--- config.mk ---
export PLATFORM = sky130hd
export DESIGN_NAME = tl_ul_master_flat
export DESIGN_NICKNAME = d
export VERILOG_FILES = /design/src/rtl/tl_ul_pkg.sv /design/src/rtl/tl_ul_master_if.sv /design/src/rtl/tl_ul_master.sv /design/src/flat_wrapper.sv
export SDC_FILE = /design/constraint.sdc
export NUM_CORES = 1
export LEC_CHECK = 0
export BUFFER_PORTS_ARGS = -buffer_cell sky130_fd_sc_hd__buf_2
export CORE_MARGIN = 4
export CORE_UTILIZATION = 49
export DETAILED_ROUTE_END_ITERATION = 10
export PLACE_DENSITY = 0.95
export SYNTH_ARGS = -nofsm -noshare
export SYNTH_HDL_FRONTEND = slang
export SYNTH_SLANG_ARGS = --single-unit
--- constraint.sdc ---
create_clock -name clk -period 4.2 [get_ports clk]
set_input_delay 0 -clock clk [delete_from_list [all_inputs] [get_ports clk]]
set_output_delay 0 -clock clk [all_outputs]
set_load 0.005 [all_outputs]
--- src/rtl/tl_ul_pkg.sv ---
// Shared TileLink-UL definitions: channel opcodes, master FSM state codes and
// the A-opcode selection rule.
package tl_ul_pkg;

    localparam logic [3:0] A_PUT_FULL    = 4'h0;
    localparam logic [3:0] A_PUT_PARTIAL = 4'h1;
    localparam logic [3:0] A_GET         = 4'h4;

    localparam logic [3:0] D_ACK      = 4'h0;
    localparam logic [3:0] D_ACK_DATA = 4'h1;

    typedef logic [1:0] state_t;

    localparam state_t ST_IDLE   = 2'd0;
    localparam state_t ST_A_REQ  = 2'd1;
    localparam state_t ST_D_WAIT = 2'd2;
    localparam state_t ST_RSP    = 2'd3;

    // A full-mask write is a PutFullData; anything narrower is a partial put.
    function automatic logic [3:0] a_opcode_for(input logic write, input logic [3:0] mask);
        if (!write)
            return A_GET;
        else if (mask == 4'hF)
            return A_PUT_FULL;
        else
            return A_PUT_PARTIAL;
    endfunction

endpackage

--- src/rtl/tl_ul_master_if.sv ---
// TileLink-UL A/D channel bundle between the master and the register-file slave.
interface tl_ul_master_if;

    logic        a_valid;
    logic        a_ready;
    logic [3:0]  a_opcode;
    logic [3:0]  a_mask;
    logic [3:0]  a_address;
    logic [31:0] a_data;

    logic        d_valid;
    logic        d_ready;
    logic [3:0]  d_opcode;
    logic [31:0] d_data;

    modport master (
        output a_valid, a_opcode, a_mask, a_address, a_data, d_ready,
        input  a_ready, d_valid, d_opcode, d_data
    );

    modport slave (
        input  a_valid, a_opcode, a_mask, a_address, a_data, d_ready,
        output a_ready, d_valid, d_opcode, d_data
    );

endinterface

--- src/rtl/tl_ul_master.sv ---
// Single-outstanding TileLink-UL master: one CPU command becomes one A request,
// and the matching D response (or a timeout) becomes one CPU response.
module tl_ul_master
    import tl_ul_pkg::*;
#(
    parameter int TIMEOUT = 16
) (
    input  logic           clk,
    input  logic           rst_n,
    input  logic           cmd_valid,
    output logic           cmd_ready,
    input  logic           cmd_write,
    input  logic [3:0]     cmd_addr,
    input  logic [3:0]     cmd_mask,
    input  logic [31:0]    cmd_wdata,
    output logic           rsp_valid,
    input  logic           rsp_ready,
    output logic [31:0]    rsp_rdata,
    output logic           rsp_err,
    tl_ul_master_if.master tl
);

    localparam logic [7:0] CNT_LAST = 8'(TIMEOUT - 1);

    state_t      state;
    logic        is_read;
    logic [7:0]  wait_cnt;
    logic [3:0]  a_opcode_q;
    logic [3:0]  a_mask_q;
    logic [3:0]  a_address_q;
    logic [31:0] a_data_q;
    logic [3:0]  d_expected;

    assign d_expected = is_read ? D_ACK_DATA : D_ACK;

    // Handshake outputs are pure state decodes, so no input reaches an output
    // combinationally.
    assign cmd_ready    = (state == ST_IDLE);
    assign tl.a_valid   = (state == ST_A_REQ);
    assign tl.d_ready   = (state == ST_D_WAIT);
    assign rsp_valid    = (state == ST_RSP);

    assign tl.a_opcode  = a_opcode_q;
    assign tl.a_mask    = a_mask_q;
    assign tl.a_address = a_address_q;
    assign tl.a_data    = a_data_q;

    // NOTE: every register here is updated with non-blocking assignments so all
    // of them see the same pre-edge values regardless of statement order.
    always_ff @(posedge clk or negedge rst_n) begin
        if (!rst_n) begin
            state       <= ST_IDLE;
            is_read     <= 1'b0;
            wait_cnt    <= 8'd0;
            a_opcode_q  <= 4'h0;
            a_mask_q    <= 4'h0;
            a_address_q <= 4'h0;
            a_data_q    <= 32'h0;
            rsp_err     <= 1'b0;
            rsp_rdata   <= 32'h0;
        end else begin
            case (state)
                ST_IDLE: begin
                    if (cmd_valid) begin
                        a_opcode_q  <= a_opcode_for(cmd_write, cmd_mask);
                        a_mask_q    <= cmd_mask;
                        a_address_q <= cmd_addr;
                        a_data_q    <= cmd_wdata;
                        is_read     <= !cmd_write;
                        state       <= ST_A_REQ;
                    end
                end
                ST_A_REQ: begin
                    if (tl.a_ready) begin
                        wait_cnt <= 8'd0;
                        state    <= ST_D_WAIT;
                    end
                end
                ST_D_WAIT: begin
                    // A response in the expiry cycle still counts as a response.
                    if (tl.d_valid) begin
                        rsp_err   <= (tl.d_opcode != d_expected);
                        rsp_rdata <= (is_read && tl.d_opcode == D_ACK_DATA) ? tl.d_data : 32'h0;
                        state     <= ST_RSP;
                    end else if (wait_cnt == CNT_LAST) begin
                        rsp_err   <= 1'b1;
                        rsp_rdata <= 32'h0;
                        state     <= ST_RSP;
                    end else begin
                        wait_cnt <= wait_cnt + 8'd1;
                    end
                end
                ST_RSP: begin
                    if (rsp_ready)
                        state <= ST_IDLE;
                end
                default: state <= ST_IDLE;
            endcase
        end
    end

endmodule

--- src/flat_wrapper.sv ---
// flat-port wrapper written by rule: the top's interface ports become plain ports
module tl_ul_master_flat import tl_ul_pkg::*;
#(
    parameter int TIMEOUT = 16
)
  (clk, rst_n, cmd_valid, cmd_ready, cmd_write, cmd_addr, cmd_mask, cmd_wdata, rsp_valid, rsp_ready, rsp_rdata, rsp_err, tl_a_valid, tl_a_opcode, tl_a_mask, tl_a_address, tl_a_data, tl_d_ready, tl_a_ready, tl_d_valid, tl_d_opcode, tl_d_data);
  tl_ul_master_if tl_i ();
  input  logic clk;
  input  logic rst_n;
  input  logic cmd_valid;
  output logic cmd_ready;
  input  logic cmd_write;
  input  logic [3:0] cmd_addr;
  input  logic [3:0] cmd_mask;
  input  logic [31:0] cmd_wdata;
  output logic rsp_valid;
  input  logic rsp_ready;
  output logic [31:0] rsp_rdata;
  output logic rsp_err;
  output wire logic [$bits(tl_i.a_valid)-1:0] tl_a_valid;
  output wire logic [$bits(tl_i.a_opcode)-1:0] tl_a_opcode;
  output wire logic [$bits(tl_i.a_mask)-1:0] tl_a_mask;
  output wire logic [$bits(tl_i.a_address)-1:0] tl_a_address;
  output wire logic [$bits(tl_i.a_data)-1:0] tl_a_data;
  output wire logic [$bits(tl_i.d_ready)-1:0] tl_d_ready;
  input wire logic [$bits(tl_i.a_ready)-1:0] tl_a_ready;
  input wire logic [$bits(tl_i.d_valid)-1:0] tl_d_valid;
  input wire logic [$bits(tl_i.d_opcode)-1:0] tl_d_opcode;
  input wire logic [$bits(tl_i.d_data)-1:0] tl_d_data;
  assign tl_a_valid = tl_i.a_valid;
  assign tl_a_opcode = tl_i.a_opcode;
  assign tl_a_mask = tl_i.a_mask;
  assign tl_a_address = tl_i.a_address;
  assign tl_a_data = tl_i.a_data;
  assign tl_d_ready = tl_i.d_ready;
  assign tl_i.a_ready = tl_a_ready;
  assign tl_i.d_valid = tl_d_valid;
  assign tl_i.d_opcode = tl_d_opcode;
  assign tl_i.d_data = tl_d_data;
  tl_ul_master #(.TIMEOUT(TIMEOUT)) u_core (.clk(clk), .rst_n(rst_n), .cmd_valid(cmd_valid), .cmd_ready(cmd_ready), .cmd_write(cmd_write), .cmd_addr(cmd_addr), .cmd_mask(cmd_mask), .cmd_wdata(cmd_wdata), .rsp_valid(rsp_valid), .rsp_ready(rsp_ready), .rsp_rdata(rsp_rdata), .rsp_err(rsp_err), .tl(tl_i));
endmodule
==> flow_summary.ini, run 1 <==
[worst_setup_path]
reg2reg_depth = 6
cp_cell_sequence = inv_1, ha_1, nand2_1, or4_1, nor2_2, a22o_1
cp_slowest_cell = nor2_2
cpPeakStageDelay_ns = 0.99
cp_max_fo = 32
end_kind = register
crit_family = simple AND/OR/NAND/NOR gates
start_kind = register
reg2reg_slack_ns = 1.32
crit_arrival_ns = 3.15
path_class = reg2reg
r2r_start = u_core.state[0]$_DFFE_PN0P_
crit_buf_inv = 1
required_ns = 4.47
path_depth = 6
reg2reg_to = u_core.rsp_rdata[26]$_DFFE_PN0P_

[route]
avgViaCountPerCell = 5.207
wl_per_cell_um = 17.80
vias = 2994
top_layer = met4
drt_iter0_drc = 147
first_pass_iters = 8
wl_met2_mm = 5.587
met1Wirelength_mm = 3.606
ant_nets = 0
drc_errors = 0
met3_length_um = 567
wirelength_mm = 10.24

[global_routing]
antenna_found_initial = 0
gr-usage-all-layers_pct = 24.85
grt_max_degree = 86
grt.overflow.total = 0
grt_pass1_wl_mm = 16.00
grt_pass1_vias = 3224

[final_layout]
multi_input_area_um2 = 1164
final_common_cell = buf_2
seq_area_um2 = 2127
fin_area_um2 = 5197
syn_to_final_growth_pct = 52.33
insertedDiodeCount = 0
fin_nets = 563
post-route-util_pct = 76.50
final_cell_mix = buf_2, dfrtp_1, dlygate4sd3_1
drive_gt1_share_pct = 46.14
fillCellCount = 403

[logic_synthesis]
seq_area_frac_synth_pct = 62.34
synth_seq_cells = 85
syn_area_per_cell_um2 = 14.04
synthDistinctLibCells = 29
yosysWarnings = 0
synth_cells = 243
syn-cell-area_um2 = 3412

[sta]
tns_ns = 0
setup_slack_ns = 1.323
drv_slew = 0
max-slew-margin-rel_pct = 15.22
rsz0062_at_grt = no
hold_violations = 0
finalSetupViolCount = 0
skew_ns = 0.01463
finalCritPeriodShare_pct = 68.49
finalCriticalPeriod_ns = 2.877
tightest_slew_ns = 1.270
max_freq_ghz = 0.3476

[min_path]
hold_path.class = in2reg
whs_endpoint = u_core.rsp_err$_DFFE_PN0P_
holdPathStages = 4
min_from = tl_d_opcode[0]

[place]
dp_slack_ns = 1.394
dpl-instance-area_um2 = 4242
portBuffers = 161
hpwl_mm = 6.020
place.gp.congestion = 0.8413

[power]
power.density_nw_per_um2 = 533.1
peakVddDrop_mv = 0.4549
leakage_nw = 2.659
power_w = 0.002771

[floorplanning]
initial_core_util_pct = 50.22
ios = 164
dieArea_um2 = 8362
die_height_um = 91.45
fp.dieW_um = 91.45
fp.coreArea_um2 = 6794
rows = 30

[clocking]
cts_inserted_buffers = 9
post-cts-setup-buffer-count = 0
cts.sinks = 85
cts_root_buf = clkbuf_8
htree_levels = 3
clk_pin_slew_worst_paths_ns = 0.08
cts_buffer_depth = 2
tritoncts = done
cts_resized = 0
insertion_delay_ns = 0.35
cts_hold_buf = 74

[run_status]
outcome = completed

[run]
cap_violations = 0
worst min-delay path, stage by stage:
cell	delay [ns]
buf_2	0.09
or2_2	0.09
a21oi_1	0.07
a21oi_1	0.11
worst max-delay path by stage:
stage | startpoint | endpoint
floorplan | u_core.state[0]$_DFFE_PN0P_ | u_core.rsp_rdata[10]$_DFFE_PN0P_
global placement | u_core.state[0]$_DFFE_PN0P_ | u_core.rsp_rdata[27]$_DFFE_PN0P_
detailed placement | u_core.state[0]$_DFFE_PN0P_ | u_core.rsp_rdata[15]$_DFFE_PN0P_
CTS | u_core.state[0]$_DFFE_PN0P_ | u_core.rsp_rdata[15]$_DFFE_PN0P_
global route | u_core.state[0]$_DFFE_PN0P_ | u_core.rsp_rdata[26]$_DFFE_PN0P_
finish | u_core.state[0]$_DFFE_PN0P_ | u_core.rsp_rdata[26]$_DFFE_PN0P_
sequential cells by signal, summed over array words and instances, names as in the netlist:
name / count
u_core.rsp_rdata: 32
u_core.tl.a_data: 32
u_core.wait_cnt: 8
u_core.tl.a_address: 4
u_core.tl.a_mask: 4
u_core.state: 2
u_core.tl.a_opcode: 2
u_core.rsp_err: 1
area by class of cell:
cell class	count	share of cell area, %
Clock inverter	5	1.613
Clock buffer	11	2.528
Timing Repair Buffer	235	29.80
Inverter	6	0.4333
Tap cell	96	2.311
Sequential cell	85	40.92
Multi-Input combinational cell	137	22.39
layer usage:
| layer | up-vias | track usage [%] |
|---|---|---|
| li1 | 1347 | - |
| met2 | 133 | 46.07 |
| met4 | 0 | 14.70 |
| met1 | 1473 | 25.22 |
| met3 | 41 | 5.302 |
| met5 | - | 0 |
synth_stat cells:
cell | n | area (um2)
o221ai_1 | 1 | 8.760
nand3_1 | 5 | 25.02
a21boi_1 | 3 | 22.52
or2_2 | 1 | 6.260
a22o_1 | 32 | 280.3
nor2_1 | 3 | 11.26
mux2_2 | 42 | 473.0
o211ai_1 | 1 | 7.510
nand2b_4 | 1 | 13.76
o31ai_1 | 4 | 30.03
inv_1 | 6 | 22.52
conb_1 | 1 | 3.750
nand2b_1 | 2 | 12.51
dfrtp_1 | 85 | 2127
nand4_1 | 3 | 18.77
o21ba_1 | 1 | 10.01
a31oi_1 | 1 | 6.260
nand2_1 | 10 | 37.54
ha_1 | 6 | 75.07
o21ai_0 | 9 | 45.04
or3_1 | 1 | 6.260
clkbuf_1 | 4 | 15.01
buf_2 | 5 | 25.02
o32a_1 | 1 | 10.01
a21oi_1 | 3 | 15.01
and3_1 | 1 | 6.260
buf_6 | 4 | 45.04
buf_4 | 3 | 22.52
or4_1 | 4 | 30.03
cell families (layout without fill, tap and decap cells):
logic type / Yosys count / in the layout / synth area share (%)
compound gates: 56 / 56 / 12.76
fa+ha+maj: 6 / 6 / 2.200
buf+inv: 22 / 257 / 3.813
flops: 85 / 85 / 62.34
mux: 42 / 42 / 13.86
other cells: 1 / 2 / 0.1099
simple gates: 31 / 31 / 4.914
metrics by stage:
stage	std cells	hold slack, ns
final	575	0.05092
after global routing	575	0.04363
after CTS	575	0.04257
after detailed placement	485	0.2194
after global placement	485	0.2137
after floorplan	244	-0.2956
power breakdown:
part	total (W)	switching, W	internal (W)
registers	0.00120	0.000140	0.00106
clock network	0.000625	0.000288	0.000338
logic	0.000941	0.000430	0.000511
total	0.00277	0.000857	0.00191
Note: power is estimated with default switching activity, not from simulation.
==> inputs of run 2 (changes only) <==
ABC_AREA = 1   (was unset)
CORE_UTILIZATION = 47   (was 49)
PLACE_DENSITY = 0.91   (was 0.95)
clock period = 2.9 ns   (was 4.2 ns; I/O delays follow)
==> run 2 against run 1 <==
Core utilization decreased by 2.7 points. Routed wire length rose by 9.2%. Register-to-register slack worse by 0.80 ns. Largest cell class unchanged.
==> flow_summary.ini, run 2 <==
[run_status]
outcome = completed

[route]
wl_per_cell_um = 14.69
drc_errors = 0
vias = 3702
ant_nets = 0
drt_iter0_drc = 157
first_pass_iters = 4
avgViaCountPerCell = 4.865
wirelength_mm = 11.18

[sta]
finalCritPeriodShare_pct = 81.95
max-slew-margin-rel_pct = 30.56
finalSetupViolCount = 0
finalCriticalPeriod_ns = 2.377
tightest_slew_ns = 1.042
max_freq_ghz = 0.4208
drv_slew = 0
tns_ns = 0
timing.hold.ws_ns = 0.02260
hold_violations = 0
rsz0062_at_grt = no
skew_ns = 0.008358

[worst_setup_path]
required_ns = 3.12
end_kind = register
crit_buf_inv = 2
cp_cell_sequence = inv_1, ha_1, nand2_2, inv_2, nand4_2, o21ai_0
cp_max_fo = 32
start_kind = register
cp_slowest_cell = nand4_2
cpPeakStageDelay_ns = 0.54
path_class = reg2reg
crit_arrival_ns = 2.60
crit_family = simple AND/OR/NAND/NOR gates

[power]
pwr-share-comb_pct = 35.9
leakage_nw = 3.099
switchingPower_w = 0.001432
intPower_w = 0.002588
peakVddDrop_mv = 0.4631
power.density_nw_per_um2 = 735.6
p_seq_share_pct = 43.6
clkPwrFrac_pct = 20.5
swShare_pct = 35.62

[place]
place.gp.congestion = 0.8321
hpwl_mm = 6.720
place_inst = 670
portBuffers = 161

[logic_synthesis]
synth_area_leaders = dfrtp_1, nand2_1, nand3_1
yosysWarnings = 0
synth_seq_cells = 85
async_flop_share_pct = 100.0
synth_most_common_cell = nand2_1
synth_cells = 428
synthDistinctLibCells = 28
syn_area_per_cell_um2 = 8.554
synthFlopType = dfrtp_1
yosysTopAreaCell = dfrtp_1
synth_top_area_share_pct = 58.10
synth-edff-count = 0
netlist_top_cells_count = nand2_1, dfrtp_1, inv_1, nand3_1, o21ai_0
seq_area_frac_synth_pct = 58.10
syn-cell-area_um2 = 3661

[clocking]
clk_pin_slew_worst_paths_ns = 0.08
post-cts-setup-buffer-count = 0
cts_hold_buf = 75
cts_buffer_depth = 2
cts_resized = 0
tritoncts = done
insertion_delay_ns = 0.33
cts_inserted_buffers = 9
cts.sinks = 85
cts_root_buf = clkbuf_8
htree_levels = 3

[global_routing]
grt_max_degree = 86
grt_pass1_wl_mm = 17.37
antenna_found_initial = 0
grt.overflow.total = 0
grt_pass1_vias = 3815
gr-usage-all-layers_pct = 24.30

[final_layout]
fillCellCount = 512
final_common_cell = buf_2
insertedDiodeCount = 0
final_cell_mix = buf_2, nand2_1, dfrtp_1
drive_gt1_share_pct = 28.40
fin_nets = 746
final_cells = 761
syn_to_final_growth_pct = 49.28

[floorplanning]
rows = 31
fp.dieW_um = 96.26
ios = 164
fp.coreArea_um2 = 7408
initial_core_util_pct = 49.42
die_height_um = 96.26
dieArea_um2 = 9265

[min_path]
hold_path.class = in2reg

[run]
cap_violations = 0
## run 2: changes by cell type in the layout (fill, tap and decap cells not counted), sizes merged, moves of 4 or more
cell   change
mux2      -42
inv       +41
a22o      -31
or4        -4
o31ai      -4
nand3     +39
o21ai     +32
nor2      +11
nand2    +145
## run 2: final timing paths
check                                                     to  slack (ns)                             start  depth (start not counted)
min in group asynchronous   u_core.rsp_rdata[30]$_DFFE_PN0P_        0.41                             rst_n                          2
max in group asynchronous    u_core.tl.a_data[3]$_DFFE_PN0P_        1.84                             rst_n                          2
min reg2reg                 u_core.tl.a_data[21]$_DFFE_PN0P_        0.48  u_core.tl.a_data[21]$_DFFE_PN0P_                          2
max reg2reg                  u_core.rsp_rdata[2]$_DFFE_PN0P_        0.52       u_core.state[0]$_DFFE_PN0P_                          6
max                          u_core.rsp_rdata[2]$_DFFE_PN0P_        0.52       u_core.state[0]$_DFFE_PN0P_                          6
min                        u_core.tl.a_opcode[2]$_DFFE_PN0P_        0.02                         cmd_write                          4
## run 2: tightest hold or removal path, stage by stage
cell,delay [ns]
buf_2,0.10
inv_1,0.04
nor2_1,0.06
a21oi_1,0.11
## run 2: area by class of cell
class,instances,area [um2],share of cell area [%]
sequential,85,2127,38.92
timing repair buffer,239,1582,28.94
multi-input combinational,274,1251,22.89
inverter,48,180.2,3.297
clock buffer,11,141.4,2.587
tap,99,123.9,2.266
clock inverter,5,60.06,1.099
## run 2: stage by stage
stage                     instance area, um2  setup WS (ns)  power (W)  utilization, %
after floorplan                         3665          1.338   0.002496               -
after global placement                  4513         0.8335   0.003019           60.92
after detailed placement                4513         0.6118   0.003098           60.92
after CTS                               5465         0.6110   0.004018           73.77
after global routing                    5465         0.3482   0.004323           73.77
final                                   5465         0.5234   0.004020           73.77
## run 2: power groups by stage
stage          Combinational (W)  Clock, W  Sequential, W
6_report                 0.00144  0.000824        0.00175
5_1_grt                  0.00163  0.000904        0.00179
4_1_cts                  0.00142  0.000854        0.00174
3_5_place_dp             0.00135         0        0.00175
3_3_place_gp             0.00127         0        0.00175
2_1_floorplan           0.000720         0        0.00178
## run 2: cell families (layout without fill, tap and decap cells)
| group | count (synthesis) | after routing | share of synthesized area, % |
|---|---|---|---|
| other cells | 1 | 2 | 0.1024 |
| buf+inv | 70 | 303 | 7.826 |
| flops | 85 | 85 | 58.10 |
| simple gates | 220 | 220 | 25.32 |
| fa+ha+maj | 6 | 6 | 2.051 |
| xor+xnor | 1 | 1 | 0.2393 |
| compound gates | 45 | 45 | 6.357 |
## run 2: per-layer routing
metal  wire (um)  vias to the layer above  global-route usage [%]
met2        5941                      163                   45.20
li1            -                     1785                       -
met3         814                       18                   5.786
met1        4244                     1736                   26.57
met5           0                        -                       0
met4         176                        0                   8.886
